## src/rtl/dv_seq_ctrl_if.sv

```systemverilog
// -----------------------------------------------------------------------------
// dv_seq_ctrl_if
// Signal bundle between the DUT power/reset sequencer and its environment.
//
// Parameters:
//   N          number of DUT channels
//
// Signals:
//   go          environment -> sequencer, level request to run; low aborts
//   chan_en     environment -> sequencer, per-channel participation mask
//   dut_active  environment -> sequencer, per-channel DUT out of reset
//   cmds_done   environment -> sequencer, per-channel stimulus complete
//   test_done   environment -> sequencer, per-channel checking complete
//   vdd_en      sequencer -> environment, supply ramping or on
//   vdd_good    sequencer -> environment, supply safe
//   dut_nreset  sequencer -> environment, DUT reset (active-low)
//   start       sequencer -> environment, per-channel sticky start level
//   finish      sequencer -> environment, one-cycle pulse at end of test
//   timeout     sequencer -> environment, sticky watchdog-expiry flag
//   state       sequencer -> environment, current FSM state encoding
//
// Modports:
//   master  environment side (drives requests, observes sequencer)
//   slave   sequencer side
// -----------------------------------------------------------------------------
interface dv_seq_ctrl_if #(
    parameter int N = 4
);
    logic         go;
    logic [N-1:0] chan_en;
    logic [N-1:0] dut_active;
    logic [N-1:0] cmds_done;
    logic [N-1:0] test_done;
    logic         vdd_en;
    logic         vdd_good;
    logic         dut_nreset;
    logic [N-1:0] start;
    logic         finish;
    logic         timeout;
    logic [2:0]   state;

    modport master (
        output go, chan_en, dut_active, cmds_done, test_done,
        input  vdd_en, vdd_good, dut_nreset, start, finish, timeout, state
    );

    modport slave (
        input  go, chan_en, dut_active, cmds_done, test_done,
        output vdd_en, vdd_good, dut_nreset, start, finish, timeout, state
    );
endinterface

```

## src/rtl/dv_seq_ctrl.sv

```systemverilog
// -----------------------------------------------------------------------------
// dv_seq_ctrl
// Power-up / reset / run / drain sequencer for a multi-channel DUT harness.
// Walks IDLE -> RAMP -> SETTLE -> HOLD -> RUN -> DRAIN -> DONE, driving the
// supply enables and the DUT reset, releasing per-channel start levels, and
// pulsing finish once at the end. Dropping go returns to IDLE from anywhere.
//
// Optional feature macro: DV_SEQ_WATCHDOG_EN
//   defined   -> a RUN watchdog moves to TIMEOUT after TIMEOUT_CYCLES RUN
//                cycles without completion and raises the sticky timeout flag
//   undefined -> no watchdog counter, timeout tied low, TIMEOUT unreachable
//
// Parameters:
//   N, CW, RAMP_CYCLES, SETTLE_CYCLES, HOLD_CYCLES, DRAIN_CYCLES, TIMEOUT_CYCLES
//
// Ports:
//   clk     clock, rising edge
//   nreset  asynchronous active-low reset
//   bus     dv_seq_ctrl_if.slave: go/chan_en/dut_active/cmds_done/test_done in,
//           vdd_en/vdd_good/dut_nreset/start/finish/timeout/state out
// -----------------------------------------------------------------------------
module dv_seq_ctrl #(
    parameter int N              = 4,
    parameter int CW             = 16,
    parameter int RAMP_CYCLES    = 20,
    parameter int SETTLE_CYCLES  = 20,
    parameter int HOLD_CYCLES    = 40,
    parameter int DRAIN_CYCLES   = 500,
    parameter int TIMEOUT_CYCLES = 5000
) (
    input  logic         clk,
    input  logic         nreset,
    dv_seq_ctrl_if.slave bus
);

    typedef enum logic [2:0] {
        S_IDLE    = 3'd0,
        S_RAMP    = 3'd1,
        S_SETTLE  = 3'd2,
        S_HOLD    = 3'd3,
        S_RUN     = 3'd4,
        S_DRAIN   = 3'd5,
        S_DONE    = 3'd6,
        S_TIMEOUT = 3'd7
    } state_e;

    state_e        state_q, state_d;
    logic [CW-1:0] cnt_q, cnt_d;
    logic [N-1:0]  start_q, start_d;
    logic          vdd_en_q, vdd_en_d;
    logic          vdd_good_q, vdd_good_d;
    logic          dut_nreset_q, dut_nreset_d;
    logic          finish_q, finish_d;

    logic          all_done;
    logic          phase_end;

    // Channels left out of the mask count as complete.
    assign all_done  = &((bus.cmds_done & bus.test_done) | ~bus.chan_en);
    // A load of 1 (or a degenerate 0) ends the phase after one cycle.
    assign phase_end = (cnt_q <= CW'(1));

`ifdef DV_SEQ_WATCHDOG_EN
    logic [CW-1:0] wd_q, wd_d;
    logic          timeout_q, timeout_d;
    logic          wd_expired;

    // wd_q counts completed RUN cycles; this is the last one allowed.
    assign wd_expired = (wd_q == CW'(TIMEOUT_CYCLES - 1));
`endif

    always_comb begin
        // NOTE: every variable gets a default first so no path leaves one unassigned (no latches).
        state_d  = state_q;
        cnt_d    = cnt_q;
        start_d  = start_q;
`ifdef DV_SEQ_WATCHDOG_EN
        wd_d      = wd_q;
        timeout_d = timeout_q;
`endif

        // Start levels accumulate from RUN onward and only clear in IDLE.
        if (state_q >= S_RUN) begin
            start_d = start_q | (bus.chan_en & bus.dut_active);
        end

        case (state_q)
            S_IDLE: begin
                if (bus.go) begin
                    state_d = S_RAMP;
                    cnt_d   = CW'(RAMP_CYCLES);
                end
            end
            S_RAMP: begin
                if (phase_end) begin
                    state_d = S_SETTLE;
                    cnt_d   = CW'(SETTLE_CYCLES);
                end else begin
                    cnt_d = cnt_q - CW'(1);
                end
            end
            S_SETTLE: begin
                if (phase_end) begin
                    state_d = S_HOLD;
                    cnt_d   = CW'(HOLD_CYCLES);
                end else begin
                    cnt_d = cnt_q - CW'(1);
                end
            end
            S_HOLD: begin
                if (phase_end) begin
                    state_d = S_RUN;
                    cnt_d   = '0;
`ifdef DV_SEQ_WATCHDOG_EN
                    wd_d    = '0;
`endif
                end else begin
                    cnt_d = cnt_q - CW'(1);
                end
            end
            S_RUN: begin
                // Completion is checked first so it wins a same-cycle expiry.
                if (all_done) begin
                    state_d = S_DRAIN;
                    cnt_d   = CW'(DRAIN_CYCLES);
                end
`ifdef DV_SEQ_WATCHDOG_EN
                else if (wd_expired) begin
                    state_d   = S_TIMEOUT;
                    timeout_d = 1'b1;
                end else begin
                    wd_d = wd_q + CW'(1);
                end
`endif
            end
            S_DRAIN: begin
                if (phase_end) begin
                    state_d = S_DONE;
                    cnt_d   = '0;
                end else begin
                    cnt_d = cnt_q - CW'(1);
                end
            end
            default: begin
                // DONE and TIMEOUT park here until go drops.
            end
        endcase

        // Abort overrides everything above.
        if ((state_q != S_IDLE) && !bus.go) begin
            state_d = S_IDLE;
            cnt_d   = '0;
            start_d = '0;
`ifdef DV_SEQ_WATCHDOG_EN
            wd_d      = '0;
            timeout_d = 1'b0;
`endif
        end

        // Outputs are decoded from the next state and registered so the
        // supply/reset pins change in the same cycle as state and never glitch.
        vdd_en_d     = (state_d != S_IDLE);
        vdd_good_d   = (state_d >= S_SETTLE);
        dut_nreset_d = (state_d >= S_RUN);
        finish_d     = (state_d != state_q) &&
                       ((state_d == S_DONE) || (state_d == S_TIMEOUT));
    end

    always_ff @(posedge clk or negedge nreset) begin
        if (!nreset) begin
            state_q      <= S_IDLE;
            cnt_q        <= '0;
            start_q      <= '0;
            vdd_en_q     <= 1'b0;
            vdd_good_q   <= 1'b0;
            dut_nreset_q <= 1'b0;
            finish_q     <= 1'b0;
`ifdef DV_SEQ_WATCHDOG_EN
            wd_q         <= '0;
            timeout_q    <= 1'b0;
`endif
        end else begin
            // NOTE: non-blocking assignments so every flop samples pre-edge values.
            state_q      <= state_d;
            cnt_q        <= cnt_d;
            start_q      <= start_d;
            vdd_en_q     <= vdd_en_d;
            vdd_good_q   <= vdd_good_d;
            dut_nreset_q <= dut_nreset_d;
            finish_q     <= finish_d;
`ifdef DV_SEQ_WATCHDOG_EN
            wd_q         <= wd_d;
            timeout_q    <= timeout_d;
`endif
        end
    end

    assign bus.state      = state_q;
    assign bus.vdd_en     = vdd_en_q;
    assign bus.vdd_good   = vdd_good_q;
    assign bus.dut_nreset = dut_nreset_q;
    assign bus.start      = start_q;
    assign bus.finish     = finish_q;

`ifdef DV_SEQ_WATCHDOG_EN
    assign bus.timeout = timeout_q;
`else
    // TIMEOUT_CYCLES only matters for the watchdog build.
    logic unused_timeout_cfg;
    assign unused_timeout_cfg = ^32'(TIMEOUT_CYCLES);
    assign bus.timeout        = 1'b0;
`endif

endmodule

```

## src/flat_wrapper.sv

```systemverilog
// flat-port wrapper written by rule: the top's interface ports become plain ports
module dv_seq_ctrl_flat 
#(
    parameter int N              = 4,
    parameter int CW             = 16,
    parameter int RAMP_CYCLES    = 20,
    parameter int SETTLE_CYCLES  = 20,
    parameter int HOLD_CYCLES    = 40,
    parameter int DRAIN_CYCLES   = 500,
    parameter int TIMEOUT_CYCLES = 5000
)
  (clk, nreset, bus_go, bus_chan_en, bus_dut_active, bus_cmds_done, bus_test_done, bus_vdd_en, bus_vdd_good, bus_dut_nreset, bus_start, bus_finish, bus_timeout, bus_state);
  dv_seq_ctrl_if #(.N(N)) bus_i ();
  input  logic clk;
  input  logic nreset;
  input wire logic [$bits(bus_i.go)-1:0] bus_go;
  input wire logic [$bits(bus_i.chan_en)-1:0] bus_chan_en;
  input wire logic [$bits(bus_i.dut_active)-1:0] bus_dut_active;
  input wire logic [$bits(bus_i.cmds_done)-1:0] bus_cmds_done;
  input wire logic [$bits(bus_i.test_done)-1:0] bus_test_done;
  output wire logic [$bits(bus_i.vdd_en)-1:0] bus_vdd_en;
  output wire logic [$bits(bus_i.vdd_good)-1:0] bus_vdd_good;
  output wire logic [$bits(bus_i.dut_nreset)-1:0] bus_dut_nreset;
  output wire logic [$bits(bus_i.start)-1:0] bus_start;
  output wire logic [$bits(bus_i.finish)-1:0] bus_finish;
  output wire logic [$bits(bus_i.timeout)-1:0] bus_timeout;
  output wire logic [$bits(bus_i.state)-1:0] bus_state;
  assign bus_i.go = bus_go;
  assign bus_i.chan_en = bus_chan_en;
  assign bus_i.dut_active = bus_dut_active;
  assign bus_i.cmds_done = bus_cmds_done;
  assign bus_i.test_done = bus_test_done;
  assign bus_vdd_en = bus_i.vdd_en;
  assign bus_vdd_good = bus_i.vdd_good;
  assign bus_dut_nreset = bus_i.dut_nreset;
  assign bus_start = bus_i.start;
  assign bus_finish = bus_i.finish;
  assign bus_timeout = bus_i.timeout;
  assign bus_state = bus_i.state;
  dv_seq_ctrl #(.N(N), .CW(CW), .RAMP_CYCLES(RAMP_CYCLES), .SETTLE_CYCLES(SETTLE_CYCLES), .HOLD_CYCLES(HOLD_CYCLES), .DRAIN_CYCLES(DRAIN_CYCLES), .TIMEOUT_CYCLES(TIMEOUT_CYCLES)) u_core (.clk(clk), .nreset(nreset), .bus(bus_i));
endmodule
```

## config.mk

```make
export PLATFORM = sky130hd
export DESIGN_NAME = dv_seq_ctrl_flat
export DESIGN_NICKNAME = d
export VERILOG_FILES = /design/src/rtl/dv_seq_ctrl_if.sv /design/src/rtl/dv_seq_ctrl.sv /design/src/flat_wrapper.sv
export SDC_FILE = /design/constraint.sdc
export NUM_CORES = 1
export LEC_CHECK = 0
export ABC_AREA = 0
export CORE_MARGIN = 1
export CORE_UTILIZATION = 38
export CTS_CLUSTER_SIZE = 25
export DETAILED_ROUTE_END_ITERATION = 7
export PLACE_DENSITY = 0.68
export SLEW_MARGIN = 20
export SYNTH_ARGS = -nofsm -noshare
export SYNTH_HDL_FRONTEND = slang
export SYNTH_SLANG_ARGS = --single-unit
```

## constraint.sdc

```tcl
create_clock -name clk -period 5.99 [get_ports clk]
set_clock_uncertainty 0.05 [all_clocks]
set_input_delay 0.599 -clock clk [delete_from_list [all_inputs] [get_ports clk]]
set_output_delay 0.599 -clock clk [all_outputs]
set_load 0.05 [all_outputs]
```

Yosys cells after proc, flatten, opt, wreduce, memory -nomap -nowiden
Cells that the tools add are included.
W data, S select, Z words.
{ "totals": {"register_bits": 27, "in_bits": 19, "output_inout_bits": 12, "elab_cells": 56} }
{ "op_classes": {"add_sub_neg": 1, "order_cmp": 4, "eq_ne": 10, "muxes": 17, "bitwise": 5, "reduce_logical": 12} }
{ "ops": {"columns": ["op", "count"], "rows": [
  ["$mux W16", 6],
  ["$pmux W16 S5", 1],
  ["$mux W3", 7],
  ["$pmux W3 S6", 1],
  ["$le A16 B1 Y1 const B", 1],
  ["$sub A16 B1 Y16 const B", 1],
  ["$eq A3 B3 Y1 const B", 4],
  ["$and A4 B4 Y4", 2],
  ["$mux W4", 2],
  ["$or A4 B4 Y4", 2],
  ["$eq A3 B2 Y1 const B", 2],
  ["$ge A3 B3 Y1 const B", 2],
  ["$reduce_bool A3 Y1", 2],
  ["$reduce_bool A6 Y1", 1],
  ["$not A4 Y4", 1],
  ["$reduce_and A4 Y1", 1],
  ["$eq A3 B1 Y1 const B", 1],
  ["$ge A3 B2 Y1 const B", 1],
  ["$logic_not A3 Y1", 1],
  ["$ne A3 B1 Y1 const B", 1],
  ["$ne A3 B2 Y1 const B", 1],
  ["$ne A3 B3 Y1", 1],
  ["$reduce_and A3 Y1", 1],
  ["$logic_and A1 B1 Y1", 2],
  ["other kinds (4)", 4]
]} }

Longest topological paths before layout
Gate-level depths: netlist (run 1).
{ "logic_depth": {"word_depth": 9, "depth_mapped": 9, "ltp_nobuf": 8} }

Worst setup path after synthesis (run 1)
No wires, ideal clock.
{ "synth_timing": {"path_kind": "input to register", "start": "in bus_chan_en[2]", "end": "reg u_core.cnt_q[14]", "setup_time_ns": 0.120, "arrival_time_ns": 1.934, "required_ns": 5.820, "slack_ns": 3.886, "cell_stages": 7, "path_buffers": 1, "path_cell_list": "a21boi_0 > a2111oi_4 > o311ai_2 > buf_2 > nor3_1 > xnor2_1 > nor2_1"} }
{ "synth_via": {"elab_chain_len": 5} }
{ "synth_lines": {"columns": ["item", "line", "source"], "rows": [
  ["from (decl)", "flat_wrapper.sv:17", "input wire logic [$bits(bus_i.chan_en)-1:0] bus_chan_en;"],
  ["$not A4 Y4", "dv_seq_ctrl.sv:59", "assign all_done = &((bus.cmds_done & bus.test_done) | ~bus.chan_en);"],
  ["$or A4 B4 Y4", "dv_seq_ctrl.sv:59", null],
  ["$reduce_and A4 Y1", "dv_seq_ctrl.sv:59", null],
  ["$ne A3 B1 Y1 (no source line)", null, null],
  ["$reduce_and A3 Y1 (no source line)", null, null],
  ["to (signal assigned)", "dv_seq_ctrl.sv:185", "cnt_q <= cnt_d;"],
  ["to (decl)", "dv_seq_ctrl.sv:48", "logic [CW-1:0] cnt_q, cnt_d;"]
]} }
No other way between the ends.
A chain may end at the register's enable or synchronous reset.

Final worst setup path (run 1)
{ "layout_timing": {"start": "reg u_core.dut_nreset_q, in the netlist u_core.bus.dut_nreset", "end": "out bus_dut_nreset"} }
{ "layout_lines": {"columns": ["item", "line", "source"], "rows": [
  ["from (decl)", "dv_seq_ctrl.sv:52", "logic dut_nreset_q, dut_nreset_d;"],
  ["from (signal assigned)", "dv_seq_ctrl.sv:189", "dut_nreset_q <= dut_nreset_d;"],
  ["to (decl)", "flat_wrapper.sv:23", "output wire logic [$bits(bus_i.dut_nreset)-1:0] bus_dut_nreset;"]
]} }
No word-level cell between the ends.

==> summary.md, run 1 <==
| Metric | Value |
|---|---|
| Status | `finished, final reports clean` |
| Fin crit period | `roughly 2.6 ns` |
| Reg2reg setup slack | `3.68 ns` |
| CTS tree | `done` |
| Peak Freq | `0.387 GHz` |
| Worst Path Required | `5.34 ns` |
| Fin area | `1930 µm²` |
| Starting Density | `39.6%` |
| Final hold vios | `0` |
| Largest net degree at the start of global routing | `27` |
| Clk slew on worst S/H paths | `0.09 ns` |
| Placed Cells incl. Taps | `244` |
| WL final | `3630 µm` |
| CP top delay family | `buffers and inverters` |
| Routability congestion estimate | `0.866` |
| Diodes inserted | `0` |
| RSZ-0062 raised after global routing | `no` |
| Synth cell types | `45` |
| Critical Path Sink | `bus_dut_nreset` |
| Worst R2R End | `u_core.cnt_q[10]` |
| Critical Path Start Type | `flip-flop` |
| All-Layer GR Usage | `18.4%` |
| Max H-tree Level | `1` |
| First-pass GRT wire length | `6200 µm` |
| Total gr overflow | `0` |
| Full die area | `4430 µm²` |
| Reg2reg path depth | `5` |
| Worst Setup Slack, final | `about 3.4 ns` |
| Hold_buf cts | `0` |
| Max stage delay on crit path | `approximately 0.92 ns` |
| Final max-slew violation count | `0` |
| Leakage | `between 0.7 and 0.8 nW` |
| Drt wl/cell | `14.6 µm` |
| Place WS | `3.12 ns` |
| Commonest non-fill, non-tap cell in the layout | `clkdlybuf4s50_1` |
| Normalized max-slew margin | `42.3%` |
| Initial antenna violation count | `0` |
| Flops & latches, synth | `26` |
| Fin crit share | `about 43%` |
| Num ports | `31` |
| Area after DPL | `1880 µm²` |
| Synth Flop Type | `dfrtp_1` |
| Setup TNS | `0 ns` |
| Nets@finish | `220` |
| Instance count on the critical path | `1` |
| Commonest non-fill, non-tap cells in the layout | `clkdlybuf4s50_1, dfrtp_1, nor2_1, nand2_1, nor3_1` |
| Area grow syn2layout | `22.2%` |
| Crit Path Category | `reg2out` |
| Horiz. Die Dim | `between 60 and 70 µm` |
| Worst EP arrival | `1.93 ns` |
| Worst-margin pin slew | `0.864 ns` |
| Max Cap Viol | `0` |
| Cell Area, Synth | `around 1600 µm²` |
| Total Power | `around 1.0 mW` |
| Worst setup EP type | `output port` |
| DP Wirelength | `2600 µm` |
| Skew-Pair Late Insertion Delay | `0.27 ns` |
| Crit-path cells | `clkdlybuf4s50_1` |
| Hold Path Class | `reg2reg` |
| Standard-cell rows | `23` |
| Post-DRT Antenna Nets | `0` |
| Core area | `4000 µm²` |
| I/O Buffers | `29` |
| Final setup violating endpoints | `0` |
| Clk sink count | `26` |
| Yosys warning count | `0` |
| PwrDens | `515 nW/µm²` |
| Root Buffer | `clkbuf_8` |
| CP Buf/Inv Count | `1` |
| Remaining routing DRC violations | `0` |
| Via/cell ratio | `5.54` |
| Share of cells above drive strength 1 | `between 7 and 8%` |
| Post-synth EDFFs | `0` |
| FFs w/ async S/R, synth | `100%` |
| Avg Cell Area, Syn | `8.99 µm²` |
| Vias | `~1400` |
| Synthesized net count | `197` |
| Mapped Cells | `176` |
| Worst vdd ir | `231 µV` |
| Register area share after synthesis | `just over 40%` |
| Die Span Y | `between 60 and 70 µm` |
| Drt initial violations | `74` |
| Total iterations of the first detailed-routing run | `4` |
| Clock tree buffer depth | `2` |
| Num CTS Buffers | `3` |
| Vias in the first global route | `about 1300` |
| Critical path's slowest cell | `clkdlybuf4s50_1` |
| Worst setup path startpoint | `u_core.bus.dut_nreset` |
| CTS resizes | `0` |
| Setup Fix Bufs, Post-CTS | `0` |
| Origin of the critical flop-to-flop path | `u_core.bus.dut_nreset` |
| Hold_ws | `0.463 ns` |
| Worst-path fanout max | `19` |
| Cell Count, Final, Fillers Out | `roughly 250` |
| Final Util | `48.4%` |
final cells by class:
type,count,area (µm²)
Multi-Input combinational cell,132,846
Tap cell,50,62.6
Inverter,6,22.5
Sequential cell,26,651
Clock buffer,4,55.1
Fill cell,379,2070
Timing Repair Buffer,30,298
sequential cells by signal, indices dropped and copies added, names as in the netlist:
signal and count:
u_core.bus.vdd_en 1, u_core.bus.dut_nreset 1, u_core.cnt_q 16, u_core.bus.state 2, u_core.bus.finish 1, u_core.bus.start 4
u_core.bus.vdd_good 1
layer usage:
layer  part of all wire [%]  track usage [%]
met5                      0                0
met2                     47             29.5
met1                     47             25.0
met3                    5.1             3.77
met4                   0.97             4.79
power breakdown:
| part | internal [mW] | total [mW] | switching (mW) |
|---|---|---|---|
| logic | 0.238 | 0.561 | 0.323 |
| registers | 0.231 | 0.319 | 0.0879 |
| clock network | 0.0589 | 0.116 | 0.0574 |
tightest hold or removal path, delay by kind of cell (launching register included):
kind / cells / cell delay (ns)
flops: 1 / 0.35
simple gates: 1 / 0.08
compound gates: 1 / 0.04
kinds of logic after synthesis:
| logic type | count (synthesis) | share of synthesized area (%) |
|---|---|---|
| xor gates and xnor gates | 8 | 4.43 |
| and+or+nand+nor | 79 | 26.8 |
| buffers and inverters | 18 | 5.45 |
| AOI/OAI and AO/OA | 41 | 19.8 |
| other | 1 | 0.237 |
| adders and majority gates | 2 | 1.58 |
| DFF | 26 | 41.1 |
| muxes | 1 | 0.632 |
synth_stat cells, types with 3 or more instances:
library cell	number	area, µm²
nand2_1	15	56.3
xnor2_1	5	43.8
nand3_1	8	40.0
o21ai_0	6	30.0
a21boi_0	3	22.5
nor3_1	11	55.1
nor2_1	22	82.6
clkbuf_1	5	18.8
buf_2	3	15.0
or3_1	3	18.8
inv_1	6	22.5
dfrtp_1	26	651
o21bai_1	3	22.5
xor2_1	3	26.3
nor4_1	7	43.8
a21oi_1	7	35.0
a31oi_1	8	50.1
how the worst min path moves through the flow:
stage	startpoint	end	slack [ns]	cells past startpoint
3_5_place_dp	u_core.bus.start[2]	u_core.bus.start[2]	0.44	2
3_3_place_gp	u_core.bus.start[3]	u_core.bus.start[3]	0.42	2
4_1_cts	u_core.bus.start[3]	u_core.bus.start[3]	0.46	2
6_report	u_core.bus.start[0]	u_core.bus.start[0]	0.46	2
5_1_grt	u_core.bus.start[3]	u_core.bus.start[3]	0.51	2
2_1_floorplan	nreset	u_core.bus.dut_nreset	0.25	0
No activity file was read; power rests on OpenSTA's default activity.
==> run 2, diff against run 1 <==
--- a/config.mk
+++ b/config.mk
@@ -10,7 +10,7 @@
 export CORE_UTILIZATION = 38
 export CTS_CLUSTER_SIZE = 25
 export DETAILED_ROUTE_END_ITERATION = 7
-export PLACE_DENSITY = 0.68
+export PLACE_DENSITY = 0.7
 export SLEW_MARGIN = 20
 export SYNTH_ARGS = -nofsm -noshare
 export SYNTH_HDL_FRONTEND = slang
==> constraint.sdc (replaced) <==
create_clock -name clk -period 2.1 [get_ports clk]
set_clock_uncertainty 0.05 [all_clocks]
set_input_delay 0.21 -clock clk [delete_from_list [all_inputs] [get_ports clk]]
set_output_delay 0.21 -clock clk [all_outputs]
set_load 0.05 [all_outputs]
==> summary.md, run 2 (synthesized netlist as in run 1, its figures left out) <==
| Metric | Value |
|---|---|
| Status | `finished, final reports clean` |
| Via/cell ratio | `5.41 (-2.4%)` |
| Final setup violating endpoints | `0 (unchanged)` |
| Clk slew on worst S/H paths | `0.09 ns (about the same)` |
| Worst-path fanout max | `7 (-12)` |
| I/O Buffers | `29 (unchanged)` |
| Critical path's slowest cell | `or4_4` |
| RSZ-0062 raised after global routing | `yes` |
| Initial antenna violation count | `0 (unchanged)` |
| Largest net degree at the start of global routing | `27 (unchanged)` |
| WL final | `3880 µm (+7.1%)` |
| Worst Path Required | `2.22 ns (-3.12 ns)` |
| Num ports | `31 (unchanged)` |
| Reg2reg path depth | `5 (unchanged)` |
| Place WS | `-0.106 ns (-3.23 ns)` |
| Drt initial violations | `113 (+53%)` |
| Diodes inserted | `0 (unchanged)` |
| Worst R2R End | `u_core.cnt_q[3]` |
| Starting Density | `39.6% (unchanged)` |
| Commonest non-fill, non-tap cells in the layout | `clkdlybuf4s50_1, buf_4, dfrtp_1, nor2_1, nand2_1` |
| Peak Freq | `roughly 0.48 GHz` |
| Max stage delay on crit path | `0.57 ns (-0.35 ns)` |
| Area grow syn2layout | `36.5%` |
| Worst setup EP type | `flip-flop` |
| Reg with most FFs | `u_core.cnt_q` |
| Max FFs per register | `16 (unchanged)` |
| Worst-margin pin slew | `0.521 ns (-0.343 ns)` |
| Reg2reg setup slack | `0.01 ns (-3.67 ns)` |
| Placed Cells incl. Taps | `265 (+8.6%)` |
| Fin crit period | `2.09 ns` |
| Crit-path cells | `or4_4 > nor4_4 > nand2_2 > mux2i_1 > a32o_1` |
| Max H-tree Level | `1 (unchanged)` |
| Cell Count, Final, Fillers Out | `272 (+9.7%)` |
| CTS tree | `done` |
| Hold Path Class | `in2async` |
| Max Cap Viol | `0 (unchanged)` |
| Clk sink count | `26 (unchanged)` |
| All-Layer GR Usage | `19.1% (+0.68 points)` |
| Number of fill cells | `360 (-5.0%)` |
| Hold_ws | `0.251 ns (-0.213 ns)` |
| Nets@finish | `244 (+11%)` |
| Routability congestion estimate | `0.966 (+12%)` |
| Origin of the critical flop-to-flop path | `u_core.cnt_q[11]` |
| Share of cells above drive strength 1 | `21.6% (+14 points)` |
| Leakage | `0.934 nW (+18%)` |
| Fin crit share | `99.3%` |
| Critical Path Start Type | `flip-flop` |
| Worst Setup Slack, final | `0.0147 ns (-3.39 ns)` |
| Core area | `4000 µm² (unchanged)` |
| Total gr overflow | `0 (unchanged)` |
| Area occupied by registers | `652 µm² (+0.19%)` |
| Drt wl/cell | `14.3 µm (-2.4%)` |
| Clock tree buffer depth | `2 (unchanged)` |
| Vias | `1472 (+7.1%)` |
| Post-DRT Antenna Nets | `0 (unchanged)` |
| Vias in the first global route | `1395 (+9.8%)` |
| Standard-cell rows | `23 (unchanged)` |
| Total Power | `3.35 mW (+240%)` |
| Crit Path Category | `reg2reg` |
| PwrDens | `1550 nW/µm² (+200%)` |
| Hold_buf cts | `0 (unchanged)` |
| Normalized max-slew margin | `65.2% (+23 points)` |
| Skew-Pair Late Insertion Delay | `0.27 ns (about the same)` |
| Root Buffer | `clkbuf_8` |
| DP Wirelength | `2810 µm (+8.1%)` |
| Multi-input gate area | `880 µm² (+4.0%)` |
| Total iterations of the first detailed-routing run | `4 (unchanged)` |
| Worst EP arrival | `2.21 ns (+0.28 ns)` |
| Worst vdd ir | `573 µV (+150%)` |
| Horiz. Die Dim | `66.5 µm (unchanged)` |
| Final hold vios | `0 (unchanged)` |
| Final max-slew violation count | `0 (unchanged)` |
| Remaining routing DRC violations | `0 (unchanged)` |
| First-pass GRT wire length | `6450 µm (+4.0%)` |
| Num CTS Buffers | `3 (unchanged)` |
| Die Span Y | `66.5 µm (unchanged)` |
| Full die area | `4430 µm² (unchanged)` |
run 2: worst max-delay path: cells and delay by family, from the launching register on:
family	cells	cell delay [ns]
compound gates	1	0.25
mux	1	0.17
simple gates	3	1.12
flops	1	0.41
run 2: worst max path at each step:
| stage | from | end | slack, ns | cells past startpoint |
|---|---|---|---|---|
| 2_1_floorplan | u_core.bus.dut_nreset | u_core.cnt_q[14] | 0.03 | 7 |
| 3_3_place_gp | bus_test_done[2] | u_core.cnt_q[10] | -0.09 | 8 |
| 3_5_place_dp | bus_cmds_done[2] | u_core.cnt_q[10] | -0.11 | 8 |
| 4_1_cts | u_core.cnt_q[11] | u_core.cnt_q[13] | 0.03 | 6 |
| 5_1_grt | u_core.cnt_q[8] | u_core.cnt_q[12] | -0.07 | 6 |
| 6_report | u_core.cnt_q[11] | u_core.cnt_q[3] | 0.01 | 5 |
run 2: metrics by stage:
stage | TNS [ns] | util, % | instance area (µm²)
after CTS | 0 | 52.6 | 2100
after global routing | -0.546 | 54.0 | 2160
after global placement | -0.620 | 50.8 | 2030
final | 0 | 54.0 | 2160
after detailed placement | -0.688 | 50.8 | 2030
after floorplan | 0 | - | 1580
run 2: cell type report:
cell class                      count  share of cell area [%]
Multi-Input combinational cell    132                    40.7
Sequential cell                    26                    30.2
Timing Repair Buffer               54                    21.9
Tap cell                           50                    2.90
Clock buffer                        3                    1.91
Clock inverter                      1                    1.39
Inverter                            6                    1.04
run 2: repair_timing:
| action | CTS | global route |
|---|---|---|
| gates resized for setup | 0 | 10 |
| endpoints found under the setup margin | 0 | 16 |
| buffers inserted | 0 | 3 |
| hold endpoints to repair | 0 | 0 |
run 2: power by group:
group | leakage (nW) | switching, mW | total [mW] | internal [mW]
sequential | 0.348 | 0.168 | 0.828 | 0.660
combinational | 0.550 | 1.10 | 2.10 | 0.998
clock | 0.0357 | 0.166 | 0.421 | 0.255
run 2: metal layers:
| metal | up-vias | GRT usage, % | part of all wire (%) |
|---|---|---|---|
| met5 | - | 0 | 0 |
| met4 | 0 | 5.32 | 1.0 |
| met3 | 6 | 3.60 | 5.0 |
| met2 | 42 | 30.6 | 46 |
| met1 | 694 | 26.0 | 48 |
| li1 | 730 | - | - |
